==> config.mk <==
export PLATFORM = sky130hd
export DESIGN_NAME = instruction_fetch_switch
export DESIGN_NICKNAME = d
export VERILOG_FILES = /design/src/rtl/instruction_fetch_switch.sv
export SDC_FILE = /design/constraint.sdc
export NUM_CORES = 1
export LEC_CHECK = 0
export CAP_MARGIN = 20
export CORE_ASPECT_RATIO = 0.8
export CORE_MARGIN = 10
export CORE_UTILIZATION = 35
export CTS_CLUSTER_SIZE = 24
export DETAILED_ROUTE_END_ITERATION = 12
export GPL_TIMING_DRIVEN = 1
export PLACE_DENSITY_LB_ADDON = 0.08
export SYNTH_ARGS = -nofsm -noshare
export SYNTH_HDL_FRONTEND = slang
export SYNTH_SLANG_ARGS = --single-unit
==> constraint.sdc <==
create_clock -name CLOCK -period 2.1 [get_ports CLOCK]
set_clock_uncertainty 0.1 [all_clocks]
set_input_delay 0.315 -clock CLOCK [delete_from_list [all_inputs] [get_ports CLOCK]]
set_output_delay 0.315 -clock CLOCK [all_outputs]
set_load 0.02 [all_outputs]
==> src/rtl/instruction_fetch_switch.sv <==
// Fetch stage that runs from BIOS memory and then switches to OS memory after a fixed bubble.
// PC and INSTRUCTION are registered (word appears one cycle after its PC); STALL freezes both.
module instruction_fetch_switch #(
   parameter int                    DATA_WIDTH         = 32,
   parameter int                    ADDR_WIDTH         = 10,
   parameter logic [ADDR_WIDTH-1:0] BIOS_ENTRY_ADDRESS = '0,
   parameter logic [ADDR_WIDTH-1:0] OS_ENTRY_ADDRESS   = '0,
   parameter int                    FLUSH_CYCLES       = 2,
   parameter logic [DATA_WIDTH-1:0] NOP_INSTRUCTION    = '0
) (
   input  logic                  CLOCK,
   input  logic                  RESET_N,
   input  logic                  instruction_selection,
   input  logic [DATA_WIDTH-1:0] BIOS_INSTRUCTION,
   input  logic [DATA_WIDTH-1:0] OS_INSTRUCTION,
   input  logic                  STALL,
   input  logic                  BRANCH_TAKEN,
   input  logic [ADDR_WIDTH-1:0] BRANCH_TARGET,
   output logic [ADDR_WIDTH-1:0] PC,
   output logic [DATA_WIDTH-1:0] INSTRUCTION,
   output logic                  INSTRUCTION_VALID,
   output logic [5:0]            BIOS_INSTRUCTION_OPCODE,
   output logic                  HANDOFF_BUSY,
   output logic                  HANDOFF_DONE
);

   typedef enum logic [1:0] {
      BIOS_RUN = 2'd0,
      FLUSH    = 2'd1,
      OS_RUN   = 2'd2
   } state_t;

   localparam logic [3:0] FLUSH_CNT_INIT = 4'(FLUSH_CYCLES - 1);

   state_t                  state, state_nxt;
   logic [ADDR_WIDTH-1:0]   pc_q, pc_nxt;
   logic [DATA_WIDTH-1:0]   instr_q, instr_nxt;
   logic                    vld_q, vld_nxt;
   logic [3:0]              cnt_q, cnt_nxt;
   logic                    done_q, done_nxt;

   always_ff @(posedge CLOCK or negedge RESET_N) begin
      if (!RESET_N) begin
         state   <= BIOS_RUN;
         pc_q    <= BIOS_ENTRY_ADDRESS;
         instr_q <= NOP_INSTRUCTION;
         vld_q   <= 1'b0;
         cnt_q   <= 4'd0;
         done_q  <= 1'b0;
      end else begin
         state   <= state_nxt;
         pc_q    <= pc_nxt;
         instr_q <= instr_nxt;
         vld_q   <= vld_nxt;
         cnt_q   <= cnt_nxt;
         done_q  <= done_nxt;
      end
   end

   always_comb begin
      state_nxt = state;
      pc_nxt    = pc_q;
      instr_nxt = instr_q;
      vld_nxt   = vld_q;
      cnt_nxt   = cnt_q;
      done_nxt  = 1'b0;
      case (state)
         BIOS_RUN, OS_RUN: begin
            // Handoff request overrides stall and branch in the cycle it is seen.
            if (state == BIOS_RUN && instruction_selection) begin
               state_nxt = FLUSH;
               pc_nxt    = OS_ENTRY_ADDRESS;
               cnt_nxt   = FLUSH_CNT_INIT;
               instr_nxt = NOP_INSTRUCTION;
               vld_nxt   = 1'b0;
            end else if (!STALL) begin
               if (BRANCH_TAKEN) begin
                  pc_nxt    = BRANCH_TARGET;
                  instr_nxt = NOP_INSTRUCTION;
                  vld_nxt   = 1'b0;
               end else begin
                  pc_nxt    = pc_q + ADDR_WIDTH'(1);
                  instr_nxt = (state == OS_RUN) ? OS_INSTRUCTION : BIOS_INSTRUCTION;
                  vld_nxt   = 1'b1;
               end
            end
         end
         FLUSH: begin
            pc_nxt    = OS_ENTRY_ADDRESS;
            instr_nxt = NOP_INSTRUCTION;
            vld_nxt   = 1'b0;
            if (cnt_q == 4'd0) begin
               state_nxt = OS_RUN;
               done_nxt  = 1'b1;
            end else begin
               cnt_nxt = cnt_q - 4'd1;
            end
         end
         default: state_nxt = BIOS_RUN;
      endcase
   end

   assign PC                      = pc_q;
   assign INSTRUCTION             = instr_q;
   assign INSTRUCTION_VALID       = vld_q;
   assign HANDOFF_BUSY            = (state == FLUSH);
   assign HANDOFF_DONE            = done_q;
   assign BIOS_INSTRUCTION_OPCODE = BIOS_INSTRUCTION[DATA_WIDTH-1 -: 6];

endmodule

After elaboration in Yosys (flattened, before gate mapping):

Cells that the tools add are included.

* $add $sub $neg: 2
* equality and inequality tests: 6
* muxes and demuxes: 21
* reductions and logical operators: 8

Operator list (number)
* 32-bit 2-to-1 mux: 4
* 32-bit case mux with 2 select lines: 1
* 10-bit 2-to-1 mux: 3
* 10-bit case mux with 2 select lines: 1
* 10-bit by 1-bit adder with 10-bit output (second input constant): 1
* 4-bit 2-to-1 mux: 2
* 4-bit case mux with 2 select lines: 1
* 1-bit 2-to-1 mux: 5
* 4-bit zero test: 1
* 2-bit 2-to-1 mux: 2
* 2-bit != test (second input constant): 2
* 2-bit case mux with 2 select lines: 1
* 2-bit AND reduction: 2
* 4-bit by 1-bit subtractor with 4-bit output (second input constant): 1
* 3-bit != test (second input constant): 1
* 3-bit AND reduction: 1
* 2-bit by 1-bit equality test with 1-bit output (second input constant): 1
* 2-bit equality test (second input constant): 1
* 2-bit zero test: 1
* 2-bit by 1-bit != test with 1-bit output (second input constant): 1
* 1-bit case mux with 2 select lines: 1
* 2-bit nonzero test: 1
* 2-bit OR reduction: 1
* 1-bit logical AND: 1

* flip-flop bits (word level): 50
* input port bits: 79
* output and inout bits: 51
* word-level logic and storage cells: 43

Logic depth before layout (Yosys ltp):

* depth in word-level cells: 6
* depth in mapped cells: 7
* gate-level depth less buffers: 6

Least setup slack after synthesis:

No wires, ideal clock.

* path type: register -> register
* start: register cnt_q[0]
* end: register cnt_q[0]
* data arrival time: 1450 ps
* path slack: 463 ps
* cell stages (with the launch flop): 7
* buffers on the path: 0
* period minus slack after synthesis: 1637 ps
* path through: dfrtp_1 -> inv_1 -> ha_1 -> nor3b_1 -> nor3_1 -> a21o_1 -> a22oi_1

* word-level cells in the longest chain between the ends: 3

Ends and longest elaborated chain
* from (decl): line 39 `logic [3:0] cnt_q, cnt_nxt;`
* from (signal assigned): line 55 `cnt_q <= cnt_nxt;`
* 4-bit by 1-bit subtractor with 4-bit output or 4-bit zero test (tied branches): line 96, 92
* 4-bit 2-to-1 mux or 2-bit != test (tied branches)
* 4-bit case mux with 2 select lines or 3-bit AND reduction (tied branches)

Parallel ways exist; a longest one is shown, timed or not. The select of a mux whose other input is x is not followed.
A chain may end at the register's enable or synchronous reset.

Worst setup path in the final report:

* start: register state[1]
* end: output port HANDOFF_BUSY

* word-level cells in the longest chain between the ends: 1

Ends and longest elaborated chain
* from (decl): line 35 `state_t state, state_nxt;`
* from (signal assigned): line 51 `state <= state_nxt;`
* 2-bit by 1-bit equality test with 1-bit output: line 106 `assign HANDOFF_BUSY = (state == FLUSH);`
* to (decl): line 23 `output logic HANDOFF_BUSY,`

No other way between the ends.

==> impl_metrics.tcl <==
set metrics [dict create \
    status "completed" \
    synth_edf_count 0 \
    first_pass_iters 4 \
    synthArstFlopShare 1.00 \
    die_area_um2 11100 \
    hpwl_um 6280 \
    design.core.area_um2 6990 \
    postSynthCellCount 255 \
    critical_path_required_ps 1680 \
    max_freq_mhz 497 \
    root_buffer "clkbuf_8" \
    crit_type "reg -> out" \
    grt_pass1_vias 2523 \
    clock_sinks 50 \
    cts_max_level 2 \
    synthDistinctLibCells 38 \
    rows 27 \
    fp.dieH_um 96.4 \
    slew_violations 0 \
    num_io_pins 130 \
    layout-drive-gt1-share 0.0707 \
    ant_nets 0 \
    routabilityCongestion 0.801 \
    ys_warn_count 0 \
    stdcell_area_um2 4020 \
    combPwrFrac 0.419 \
    hold_viol_final 0 \
    antenna_found_initial 0 \
    numPortBuffers 129 \
    setup_viol 0 \
    n_fill_cell 661 \
    synthSimpleGateAreaFrac 0.139 \
    cts_buffer_depth 2 \
    p_leak_nw 1.64 \
    powerDensity_nw_per_um2 777 \
    slowest_stage "clkdlybuf4s50_1" \
    yosys.area_share.xor_xnor 0.00343 \
    internal-power_w 0.00202 \
    crit_arrival_ps 1600 \
    grt_usage 0.139 \
    p_seq_frac 0.395 \
    clkSlewWorstSetupHoldPaths_ps 90 \
    worstMarginPinSlew_ps 679 \
    postCtsSetupRepairBufs 0 \
    clock_latency_ps 300 \
    remaining_drc_errors 0 \
    fin_crit_ps 2010 \
    final_util 0.575 \
    synthMuxAreaShare 0.129 \
    num_vias 2301 \
    rr_worst_depth 6 \
    wl_um 7920 \
    power.share.switching 0.352 \
    rsz0062_at_grt "no" \
    setup_tns_ps 0 \
    area_delta_synth_final_pct 57.6 \
    slowest_delay_ps 630 \
    max-vdd-ir-drop_mv 0.341 \
    post-route-period-util 0.959 \
    synth.avg_cell_area_um2 10.0 \
    cts_hold_buf 0 \
    cap_viol_max_count 0 \
    dpl_cell_area_um2 3930 \
    crit_path_start_kind "flop" \
    via_per_inst 4.91 \
    drt_iter0_markers 47 \
    grt_max_degree 51 \
    slew_headroom 0.542 \
    cts_inserted_buffers 5 \
    crit_path_end_kind "output pin" \
    synth-seq-cells 50 \
    gr-total-overflow 0 \
    netlist_area_um2 2550 \
    synth_top_family_by_area "compound AO/OA/AOI/OAI gates" \
    synth-compound-area-share 0.162 \
    reg2reg_slack_ps 280 \
    start_util 0.365 \
    clkPwrFrac 0.186 \
    nets 463 \
    crit_chain "nor2b_1 > clkdlybuf4s50_1" \
    n_antenna_cell 0 \
    die_w_um 115 \
    grt_pass1_wl_um 12400 \
    synthAdderAreaFrac 0.0147 \
    critPathMaxFanout 8 \
    ys.flop_type "dfrtp_1" \
    hp-class "in -> async" \
    seq_area_frac_synth 0.490 \
    cts_tree "yes" \
    switching_power_w 0.00110 \
    syn_nets 337 \
    post_drt_wl_per_cell_um 16.9 \
]
sequential cells by signal, indices dropped and copies added (netlist names):
signal,flops
INSTRUCTION,32
PC,10
cnt_q,4
state,2
HANDOFF_DONE,1
INSTRUCTION_VALID,1
cells in the final DEF, fill, tap and decap left out, types with 4 or more instances in the layout:
cell type	n
a21oi_1	4
buf_4	10
clkbuf_8	6
clkdlybuf4s50_1	128
dfrtp_1	49
mux2i_1	33
nand2_1	44
nor2_1	4
nor4_1	4
o21ai_0	28
o21ai_1	15
o2bb2ai_1	5
final timing paths:
kind                                   end            start
max                           HANDOFF_BUSY         state[1]
min                        INSTRUCTION[10]          RESET_N
max reg2reg                INSTRUCTION[14]         state[0]
min reg2reg                INSTRUCTION[20]  INSTRUCTION[20]
max in group asynchronous         state[0]          RESET_N
min in group CLOCK         INSTRUCTION[20]  INSTRUCTION[20]
through the flow:
step / std cells / hold WS (ps) / setup WS, ps / power, W
3_5_place_dp: 461 / 366 / 24.7 / 0.00257
6_report: 469 / 5.40 / 86.6 / 0.00312
4_1_cts: 469 / 35.5 / 0.201 / 0.00316
2_1_floorplan: 255 / -80.6 / 463 / 0.00194
5_1_grt: 469 / 64.2 / 1.68 / 0.00333
3_3_place_gp: 461 / 359 / 113 / 0.00255
critical path, delay by kind of cell, from the launching register on:
| kind | cells | cell delay, ps |
|---|---|---|
| buf+inv | 1 | 630 |
| flops | 1 | 480 |
| simple gates | 1 | 190 |
kinds of logic (layout without fill, tap and decap cells):
| family | count (synthesis) | count (layout) |
|---|---|---|
| simple gates | 75 | 75 |
| compound gates | 68 | 68 |
| flops | 50 | 50 |
| mux | 33 | 33 |
| buf+inv | 25 | 152 |
| fa+ha+maj | 3 | 3 |
| xor+xnor | 1 | 1 |
routing by layer:
| metal | up-vias | share of wire | track usage |
|---|---|---|---|
| met3 | 10 | 0.10 | 0.0561 |
| met2 | 79 | 0.49 | 0.241 |
| met1 | 1064 | 0.40 | 0.155 |
| met4 | 0 | 0.0090 | 0.0389 |
| li1 | 1148 | - | - |
| met5 | - | 0 | 0 |
synthesized netlist by cell type (2+ instances only):
cell type,instances,share of area
o31a_1,2,0.0069
nor2_1,4,0.0059
ha_1,3,0.015
dfrtp_1,50,0.49
mux2i_1,33,0.13
nand3_1,2,0.0039
nor3b_1,2,0.0059
clkbuf_1,4,0.0059
buf_4,8,0.024
inv_1,3,0.0044
nand2b_1,3,0.0074
o21ai_1,15,0.029
o31ai_1,3,0.0088
a22oi_1,3,0.0088
a22o_1,2,0.0069
a21o_1,2,0.0059
nor4_1,4,0.0098
o2bb2ai_1,5,0.017
buf_2,6,0.012
buf_6,3,0.013
nor3_1,2,0.0039
nor2b_1,5,0.012
a21oi_1,4,0.0078
nand2_1,44,0.065
o21ai_0,28,0.055
and3_1,3,0.0074
timing repair:
action	CTS	global route
setup endpoints to repair	0	1
endpoints found under the hold margin	0	0
gates resized for setup	0	1
power by group through the flow:
stage / clock, W / sequential (W) / combinational [W]
final: 0.000580 / 0.00124 / 0.00131
after floorplan: 0 / 0.00133 / 0.000614
after CTS: 0.000600 / 0.00123 / 0.00133
after global placement: 0 / 0.00125 / 0.00130
after global routing: 0.000636 / 0.00126 / 0.00144
after detailed placement: 0 / 0.00125 / 0.00132
layout make-up:
type / count / area [um^2] / area share
Clock buffer: 6 / 82.6 / 0.0205
Clock inverter: 2 / 12.5 / 0.00311
Inverter: 3 / 11.3 / 0.00280
Multi-Input combinational cell: 180 / 1150 / 0.287
Sequential cell: 50 / 1250 / 0.311
Tap cell: 87 / 109 / 0.0271
Timing Repair Buffer: 141 / 1400 / 0.348
Note: power is estimated with default switching activity, not from simulation.
